## src/rtl/udp_tx_sched.sv

```systemverilog
//------------------------------------------------------------------------------
// Module   : udp_tx_sched
// Brief    : HDMI-over-UDP transmit scheduler; arbitrates video segments and
//            aux chunks, issues one packet descriptor per frame to the builder.
// Revision : 1.0
//------------------------------------------------------------------------------
`default_nettype none

module udp_tx_sched #(
    parameter logic [3:0]  MAX_AUX = 4'd8,
    parameter logic [15:0] STARVE  = 16'd20000,
    parameter logic [7:0]  IFG     = 8'd12,
    parameter logic [15:0] TX_TMO  = 16'd4000
) (
    input  logic        clk125,
    input  logic        sys_rst,
    input  logic        en,
    input  logic        vid_rdy,
    input  logic [11:0] vid_y,
    input  logic [3:0]  vid_x,
    input  logic [7:0]  aux_cnt,
    output logic        pkt_valid,
    input  logic        pkt_ready,
    output logic [7:0]  pkt_info,
    output logic [11:0] pkt_y,
    output logic [3:0]  pkt_x,
    input  logic        tx_done,
    output logic        vid_ack,
    output logic        aux_take_en,
    output logic [3:0]  aux_take,
    output logic        busy,
    output logic        err_tmo
);

    localparam logic [1:0] c_ST_IDLE  = 2'd0;
    localparam logic [1:0] c_ST_OFFER = 2'd1;
    localparam logic [1:0] c_ST_BUSY  = 2'd2;
    localparam logic [1:0] c_ST_GAP   = 2'd3;

    localparam logic [3:0] c_TYPE_VIDEO = 4'h0;
    localparam logic [3:0] c_TYPE_AUDIO = 4'h1;
    localparam logic [3:0] c_TYPE_VIDAX = 4'h2;

    logic [1:0]  r_state;
    logic [1:0]  w_state_nxt;
    logic [7:0]  r_info;
    logic [11:0] r_y;
    logic [3:0]  r_x;
    logic [15:0] r_tmo;
    logic [7:0]  r_gap;
    logic        r_err;
    logic [15:0] r_starve;

    logic        w_aux_nz;
    logic [7:0]  w_aux_min;
    logic [3:0]  w_adenum;
    logic        w_aux_due;
    logic        w_go;
    logic        w_accept;
    logic        w_tmo_hit;
    logic        w_busy_end;
    logic        w_take_en;
    logic [7:0]  w_dec_info;
    logic [11:0] w_dec_y;
    logic [3:0]  w_dec_x;

    // min() is done at full 8-bit width so large queue depths clamp to MAX_AUX
    assign w_aux_nz   = (aux_cnt != 8'd0);
    assign w_aux_min  = (aux_cnt < {4'd0, MAX_AUX}) ? aux_cnt : {4'd0, MAX_AUX};
    assign w_adenum   = w_aux_min[3:0];
    assign w_aux_due  = w_aux_nz && ((r_starve >= STARVE) || (aux_cnt >= {4'd0, MAX_AUX}));
    assign w_go       = en && (vid_rdy || w_aux_due);
    assign w_accept   = (r_state == c_ST_OFFER) && pkt_ready;
    assign w_tmo_hit  = (r_tmo == (TX_TMO - 16'd1));
    assign w_busy_end = (r_state == c_ST_BUSY) && (tx_done || w_tmo_hit);
    assign w_take_en  = w_accept && (r_info[7:4] != 4'd0);

    always_comb begin
        w_dec_info = {w_adenum, c_TYPE_AUDIO};
        w_dec_y    = 12'd0;
        w_dec_x    = 4'd0;
        if (vid_rdy) begin
            w_dec_info = w_aux_nz ? {w_adenum, c_TYPE_VIDAX} : {4'd0, c_TYPE_VIDEO};
            w_dec_y    = vid_y;
            w_dec_x    = vid_x;
        end
    end

    always_comb begin
        w_state_nxt = r_state;
        case (r_state)
            c_ST_IDLE:  if (w_go)         w_state_nxt = c_ST_OFFER;
            c_ST_OFFER: if (pkt_ready)    w_state_nxt = c_ST_BUSY;
            c_ST_BUSY:  if (w_busy_end)   w_state_nxt = c_ST_GAP;
            c_ST_GAP:   if (r_gap == 8'd0) w_state_nxt = c_ST_IDLE;
            default:                      w_state_nxt = c_ST_IDLE;
        endcase
    end

    always_ff @(posedge clk125) begin
        if (sys_rst) begin
            r_state <= c_ST_IDLE;
        end else begin
            r_state <= w_state_nxt;
        end
    end

    always_ff @(posedge clk125) begin
        if (sys_rst) begin
            r_info   <= 8'd0;
            r_y      <= 12'd0;
            r_x      <= 4'd0;
            r_tmo    <= 16'd0;
            r_gap    <= 8'd0;
            r_err    <= 1'b0;
            r_starve <= 16'd0;
        end else begin
            if ((r_state == c_ST_IDLE) && w_go) begin
                r_info <= w_dec_info;
                r_y    <= w_dec_y;
                r_x    <= w_dec_x;
            end

            if (w_accept) begin
                r_tmo <= 16'd0;
            end else if ((r_state == c_ST_BUSY) && !w_busy_end) begin
                r_tmo <= r_tmo + 16'd1;
            end

            // a tx_done arriving on the expiry cycle still counts as success
            if ((r_state == c_ST_BUSY) && !tx_done && w_tmo_hit) begin
                r_err <= 1'b1;
            end

            if (w_busy_end) begin
                r_gap <= IFG;
            end else if ((r_state == c_ST_GAP) && (r_gap != 8'd0)) begin
                r_gap <= r_gap - 8'd1;
            end

            if (!w_aux_nz || w_take_en) begin
                r_starve <= 16'd0;
            end else if (r_starve != 16'hFFFF) begin
                r_starve <= r_starve + 16'd1;
            end
        end
    end

    assign pkt_valid   = (r_state == c_ST_OFFER);
    assign pkt_info    = r_info;
    assign pkt_y       = r_y;
    assign pkt_x       = r_x;
    assign vid_ack     = w_accept && (r_info[3:0] != c_TYPE_AUDIO);
    assign aux_take_en = w_take_en;
    assign aux_take    = w_take_en ? r_info[7:4] : 4'd0;
    assign busy        = (r_state != c_ST_IDLE);
    assign err_tmo     = r_err;

endmodule

`default_nettype wire
```

## config.mk

```make
export PLATFORM = sky130hd
export DESIGN_NAME = udp_tx_sched
export DESIGN_NICKNAME = d
export VERILOG_FILES = /design/src/rtl/udp_tx_sched.sv
export SDC_FILE = /design/constraint.sdc
export NUM_CORES = 1
export LEC_CHECK = 0
export CAP_MARGIN = 20
export CORE_MARGIN = 4
export CORE_UTILIZATION = 62
export DETAILED_ROUTE_END_ITERATION = 8
export DONT_BUFFER_PORTS = 1
export GPL_TIMING_DRIVEN = 0
export PLACE_DENSITY = 0.76
export SKIP_LAST_GASP = 1
export SYNTH_ARGS = -nofsm -noshare
export SYNTH_HDL_FRONTEND = slang
export SYNTH_SLANG_ARGS = --single-unit
```

## constraint.sdc

```tcl
create_clock -name clk125 -period 3.74 [get_ports clk125]
set_input_delay 0.561 -clock clk125 [delete_from_list [all_inputs] [get_ports clk125]]
set_output_delay 0.561 -clock clk125 [all_outputs]
set_load 0.05 [all_outputs]
```

==> results by stage, run 1 <==
Floorplan:
- Measured along the y axis, the die boundary spans roughly 79 µm.
- Once the floorplan was initialized, standard cells occupied 64.8% of the core.
- The overall die width is 78.5 µm.
- The region available for standard cell placement spans about 4800 µm².
- The area of the die is just over 6000 µm².
- The number of placement rows is 25.
- The I/O pin total is between 60 and 70.

Finish:
- The total inserted antenna cells is 0.
- The post-route netlist has a little under 6% of its cells at a drive strength greater than 1.
- From synthesis to final layout, the design area changed by 8.97%.
- The number of fill cells is 412.
- For this run, the post-layout net count is 422.

Logic synthesis:
- The count of unique library cells instantiated by Yosys is 46.
- The synthesized netlist occupies a cell area of around 3000 µm².
- Yosys printed 0 warnings.
- The share of synthesized area occupied by flip-flops and latches is a little over two fifths.
- The synthesized design spends more area on one cell type than any other, namely dfxtp_1.
- A synthesized cell averages ~8.3 µm².
- For this run, asynchronously set or reset flops after synthesis account for 0%.
- The area share of the largest cell type after synthesis is 42.2%.
- Ranked by instance count, the synthesized netlist is headed by dfxtp_1, nor2_1, a21oi_1, nand2_1, o21ai_0.
- The cell count after synthesis came out at 372.
- The number of flops mapped to enable cells by yosys is 0.
- The leading cell type by number of instances after synthesis is dfxtp_1.
- The number of flip-flops and latches in the synthesized netlist is 65.
- For this run, the leading register cell type out of synthesis is dfxtp_1.
- In the post-synthesis netlist, the biggest area contributors are dfxtp_1, xnor2_1, nor2_1.

Timing:
- Setup repair after global routing left no endpoint under its margin.
- The tightest hold path in the finished design has a slack of roughly 0.35 ns.
- The setup TNS is 0 ns.
- The count of endpoints failing hold in the final timing report came to 0.
- For this run, the top clock speed supported by timing is 321 MHz.
- The smallest clock period supported by the final layout is computed as approximately 3.1 ns.
- The share of the cycle needed by the critical path after routing is ~83%.
- The worst pin sits at a relative slew slack of between 30% and 40%.
- Across the routed clock network, the largest skew measured is 0.0107 ns.
- The final-report setup violation count is 0.
- The number of slew-limit violations in the final report is 0.
- The actual slew at the worst max-slew pin is ~1.1 ns.

Global route:
- Global routing consumed, over all layers together, between 20% and 30% of the routing resources.
- For this run the aggregate overflow at the end of global routing stands at 0.
- The global-route wire length before repair is between 10,000 and 15,000 µm.
- Entering global routing, the biggest net connects 11 pins.
- The number of global-route vias before repair is roughly 2,600.
- The initial antenna violation count is 0.

Clocking:
- In this run the number of H-tree levels came out at 3.
- The count of hold-fix buffers inserted at cts is 0.
- The CTS tree is built.
- The tree is rooted in a clkbuf_8.
- The buffer levels on the longest clock path is 2.
- The number of instances resized during post-cts repair is 0.
- The number of clock buffers added by TritonCTS is 9.
- Counting every sink on the clock net gives between 60 and 70.
- The clock reaches the later pin of the worst-skew pair after 0.34 ns.
- Post-CTS timing repair inserted 0 buffers for setup.
- After clock tree synthesis, the clock-pin slew on the worst setup and hold paths is roughly 0.070 ns.

Worst setup path:
- At the worst endpoint, the arrival time is 2.56 ns.
- The worst-path maximum fanout is 7.
- The worst setup slack for register-to-register paths is 1.26 ns.
- The worst endpoint required time is approximately 3.2 ns.
- The worst setup path is launched from a flop.
- The kind of capture point of the worst setup path is an output port.
- The type of the worst setup path is flop to output port.

Drt:
- The routed length per instance is roughly 14 µm.
- For this run, design rule violations remaining after detail routing come to 0.
- The routed layout has around 2,600 vias.
- The remaining number of nets flagged by the antenna check after routing is 0.
- The first detailed-routing pass took 4 iterations.
- The violation count after the first detailed-routing iteration is approximately 150.
- The average via count per standard cell is about 5.7.
- The total wire length is 6610 µm.

Placed design:
- The number of buffers added on ports is 0.
- After legalization and detailed placement, the total HPWL measured 4840 µm.
- The weighted congestion at the end of routability-driven global placement is 0.826.

Pwr:
- The cell leakage power is around 1.2 nW.
- VDD sags by at most ~450 µV.
- The power density relative to cell area is around 540 nW/µm².

Job:
- The count of maximum capacitance violations is 0.

Outcome:
- The run finished with clean final reports.

Worst hold path:
- The path class of the lowest-slack min-delay path is input port to flop.
[metrics by stage]
| stage | util, % | worst slack [ns] | cells | power [mW] | area [µm²] |
|---|---|---|---|---|---|
| 2_1_floorplan | - | 1.27 | 373 | 1.18 | 3090 |
| 3_3_place_gp | 66.7 | 1.03 | 440 | 1.24 | 3170 |
| 3_5_place_dp | 66.7 | 0.991 | 440 | 1.25 | 3170 |
| 4_1_cts | 70.7 | 0.625 | 456 | 1.83 | 3360 |
| 5_1_grt | 70.7 | 0.498 | 456 | 1.91 | 3360 |
| 6_report | 70.7 | 0.621 | 456 | 1.81 | 3360 |
[report_power, final]
part           switching, mW  internal [mW]  total, mW  leakage (nW)
sequential             0.137          0.743      0.880         0.527
combinational          0.246          0.106      0.352         0.583
clock                  0.258          0.325      0.583        0.0974
[logic make-up (layout without fill, tap and decap cells)]
kind of cell / count (synthesis) / count (layout) / share of synthesized area, %
adders and majority gates: 8 / 8 / 3.25
xor gates and xnor gates: 31 / 31 / 8.81
DFF: 65 / 65 / 42.2
muxes: 2 / 2 / 0.649
and+or+nand+nor: 152 / 152 / 25.1
buffers and inverters: 34 / 50 / 4.71
other: 1 / 2 / 0.122
AOI/OAI and AO/OA: 79 / 79 / 15.1
[layout make-up]
| cell class | instances | area, µm² | area share [%] |
|---|---|---|---|
| buffer | 18 | 85.1 | 2.53 |
| clock buffer | 13 | 149 | 4.43 |
| clock inverter | 3 | 40.0 | 1.19 |
| inverter | 16 | 60.1 | 1.79 |
| multi-input combinational | 274 | 1640 | 48.8 |
| sequential | 65 | 1300 | 38.7 |
| tap | 67 | 83.8 | 2.50 |
[worst paths after layout]
| path | startpoint | to | cells past startpoint |
|---|---|---|---|
| worst max register to register | r_state[1] | r_starve[6] | 7 |
| worst max-delay path | r_state[1] | vid_ack | 4 |
| worst min register to register | r_starve[15] | r_starve[15] | 1 |
| worst min-delay path | vid_y[0] | pkt_y[0] | 2 |
[worst max-delay path: stages (launching register included)]
cell and delay, ns:
dfxtp_1 0.35, inv_1 0.09, ha_1 0.63, nand2_1 0.27, a21oi_1 0.88
[registers in the layout, summed over array words and instances, names as in the netlist]
signal    count
r_starve     16
r_tmo        16
pkt_y        12
r_gap         8
pkt_info      6
pkt_x         4
r_state       2
err_tmo       1
[placed cells by master (no fill, tap or decap), types with 12 or more instances in the layout]
cell type and instances:
nand3_1 13, o21ai_0 28, a21oi_1 29, xor2_1 12
dfxtp_1 65, nand2_1 29, inv_1 16, nor2_1 44
clkbuf_1 18, xnor2_1 19
[metal layers]
layer	vias up	global-route usage (%)	routed length [µm]
met3	9	7.68	462
met5	-	0	0
met2	61	37.2	3000
met4	0	7.69	68
li1	1320	-	-
met1	1204	30.5	3080
(Power assumes the default switching activity.)
==> run 2, diff against run 1 <==
- clock period: 3.74 -> 2.9 ns (I/O delays scaled with it)
==> run 2 against run 1 <==
Worst setup slack lost 0.45 ns; sequential power grew 30%; first-iteration DRC count shrank 6.0%; combinational power grew 30%; highest routed layer unchanged; via count shrank 0.23%.
==> results by stage, run 2 (same netlist as run 1, synthesis figures left out) <==
Outcome:
- Result of the run: complete, no violations (unchanged).

Finish:
- The number of fill cells is 410 (was 412).
- The number of standard cells in the final layout excluding fillers is 456 (unchanged).
- The area of the multi-input gates came to 1650 µm² (was 1640 µm²).
- The final standard cell area without fillers came to 3370 µm² (was 3360 µm²).
- The fraction of final layout cells with drive strength greater than 1 is 6.43% (was 5.91%).
- The post-layout net count is 422 (unchanged).
- The leading cell type in the layout, fill and taps excluded is dfxtp_1 (unchanged).
- The total inserted antenna cells came to 0 (unchanged).
- The end-of-flow core utilization is 70.8% (was 70.7%).
- The relative area change from synthesis to final layout was 9.17% (was 8.97%).
- Commonest cells after routing, fill and taps aside: dfxtp_1, nor2_1, nand2_1 (was dfxtp_1, nor2_1, nand2_1, a21oi_1, o21ai_0).
- The sequential cell area in the final layout is 1300 µm² (unchanged).

Worst setup path:
- The nature of the critical path startpoint is a flop (unchanged).
- The cell with the largest stage delay on the worst path is ha_1 (was a21oi_1).
- The worst endpoint required time was 2.47 ns (was 3.18 ns).
- The worst-path maximum fanout was 7 (unchanged).
- The kind of capture point of the worst setup path is an output port (unchanged).
- The buffer and inverter count on the worst path is 1 (unchanged).
- The type of the worst setup path is flop to output port (unchanged).
- The cell class contributing the biggest share of worst-path delay is simple AND/OR/NAND/NOR gates (was compound AO/OA/AOI/OAI gates).
- The data arrival time at the worst-slack endpoint is 2.30 ns (was 2.56 ns).
- Worst-path cell chain: inv_1 -> ha_1 -> nand2_1 -> nor2_2 (was inv_1 -> ha_1 -> nand2_1 -> a21oi_1).
- The longest individual stage delay on the worst path was 0.64 ns (was 0.88 ns).

Timing:
- The relative slew slack is 50.6% (was 30.2%).
- The setup TNS is 0 ns (unchanged).
- The number of slew-limit violations in the final report was 0 (unchanged).
- Setup repair after global routing missed its margin: false (unchanged).
- The count of endpoints failing hold in the final timing report is 0 (unchanged).
- The final worst setup slack came to 0.167 ns (was 0.621 ns).
- The clock period could shrink to roughly 2.7 ns.
- The actual slew at the worst max-slew pin is 0.740 ns (was 1.05 ns).
- The post-route clock skew is 0.0106 ns (was 0.0107 ns).
- The final-report setup violation count was 0 (unchanged).
- Static timing analysis puts the maximum clock frequency at 366 MHz.
- The smallest hold slack is 0.227 ns (was 0.355 ns).
- The share of the cycle needed by the critical path after routing is 94.3%.

Pwr:
- The total power of the final layout is 2.34 mW (was 1.81 mW).
- The power density relative to cell area is 696 nW/µm² (was 540 nW/µm²).
- The worst IR drop on VDD was 584 µV (was 452 µV).
- The cell leakage power is 1.21 nW (about the same).

Clocking:
- The total clock buffers created by CTS is 9 (unchanged).
- The worst-skew pair later-pin latency is 0.34 ns (about the same).
- The buffers inserted during post-CTS setup optimization is 0 (unchanged).
- The CTS tree is built (unchanged).
- The number of clock sinks is 65 (unchanged).
- The register clock-pin slew on the reported worst setup and hold paths is 0.07 ns (about the same).
- The maximum level of the CTS H-tree came to 3 (unchanged).
- The buffer levels on the longest clock path is 2 (unchanged).
- The library cell used as clock root buffer was clkbuf_8 (unchanged).

Placed design:
- The setup slack after placement is 0.277 ns (was 0.991 ns).
- The detailed placer's ending HPWL was 4840 µm (unchanged).
- The weighted congestion at the end of routability-driven global placement was 0.826 (unchanged).
- The number of placed instances with taps included is 440 (unchanged).
- The number of buffers added on ports is 0 (unchanged).
- The placed cell area is 3170 µm² (unchanged).

Drt:
- The vias after detailed routing was 2,588 (was 2,594).
- The total wire length came to 6610 µm (unchanged).
- The remaining number of nets flagged by the antenna check after routing was 0 (unchanged).
- The violation count after the first detailed-routing iteration is 140 (was 149).
- The routed length per instance is 14.5 µm (unchanged).
- The number of remaining DRC errors is 0 (unchanged).
- The number of detailed-route iterations in the first pass came to 4 (unchanged).
- The average via count per standard cell was 5.68 (was 5.69).

Floorplan:
- The overall die width was 78.5 µm (unchanged).
- The die height is 78.5 µm (unchanged).
- The number of placement rows is 25 (unchanged).
- The area of the die was 6160 µm² (unchanged).
- The effective utilization at floorplan is 64.8% (unchanged).
- The placeable core region is 4750 µm² (unchanged).
- The I/O pin total is 63 (unchanged).

Global route:
- The number of global-route vias before repair is 2,555 (was 2,566).
- The global-route usage over all layers is 23.6% (unchanged).
- The global-route wire length before repair is 11,700 µm (about the same).
- The aggregate global routing overflow is 0 (unchanged).
- The maximum number of pins on one net before global-route repair is 11 (unchanged).
- The initial antenna violation count is 0 (unchanged).

Job:
- The count of maximum capacitance violations is 0 (unchanged).

Worst hold path:
- The path class of the lowest-slack min-delay path is input port to flop (unchanged).
run 2: cell counts in the layout (fill, tap and decap cells not counted):
No cell type changed its count.
run 2: worst paths after layout:
| check | from | slack [ns] | cells past startpoint | end |
|---|---|---|---|---|
| hold / removal | vid_y[0] | 0.23 | 2 | pkt_y[0] |
| setup reg to reg | r_state[1] | 0.36 | 7 | r_starve[6] |
| setup / recovery | r_state[1] | 0.17 | 4 | aux_take_en |
| hold reg to reg | r_tmo[1] | 0.50 | 2 | r_tmo[1] |
run 2: area by class of cell:
cell class / instances / share of cell area [%]
Sequential cell: 65 / 38.7
Clock buffer: 13 / 4.42
Multi-Input combinational cell: 274 / 48.9
Tap cell: 67 / 2.49
Clock inverter: 3 / 1.19
Inverter: 16 / 1.78
Buffer: 18 / 2.53
run 2: timing repair:
action / CTS / global route
setup endpoints to repair: 2 / 0
gates resized for setup: 2 / 0
hold buffers: 0 / 0
endpoints found under the hold margin: 0 / 0
run 2: layer usage:
metal | vias up | GRT usage [%] | share of wire [%]
li1 | 1322 | - | -
met1 | 1195 | 30.4 | 46
met2 | 62 | 37.1 | 45
met3 | 9 | 7.91 | 7.4
met4 | 0 | 7.69 | 1.1
met5 | - | 0 | 0
run 2: report_power, final:
group	internal [mW]	switching (mW)	leakage (nW)	total (mW)
Clock	0.419	0.333	0.0974	0.752
Combinational	0.137	0.319	0.582	0.457
Sequential	0.958	0.177	0.527	1.14
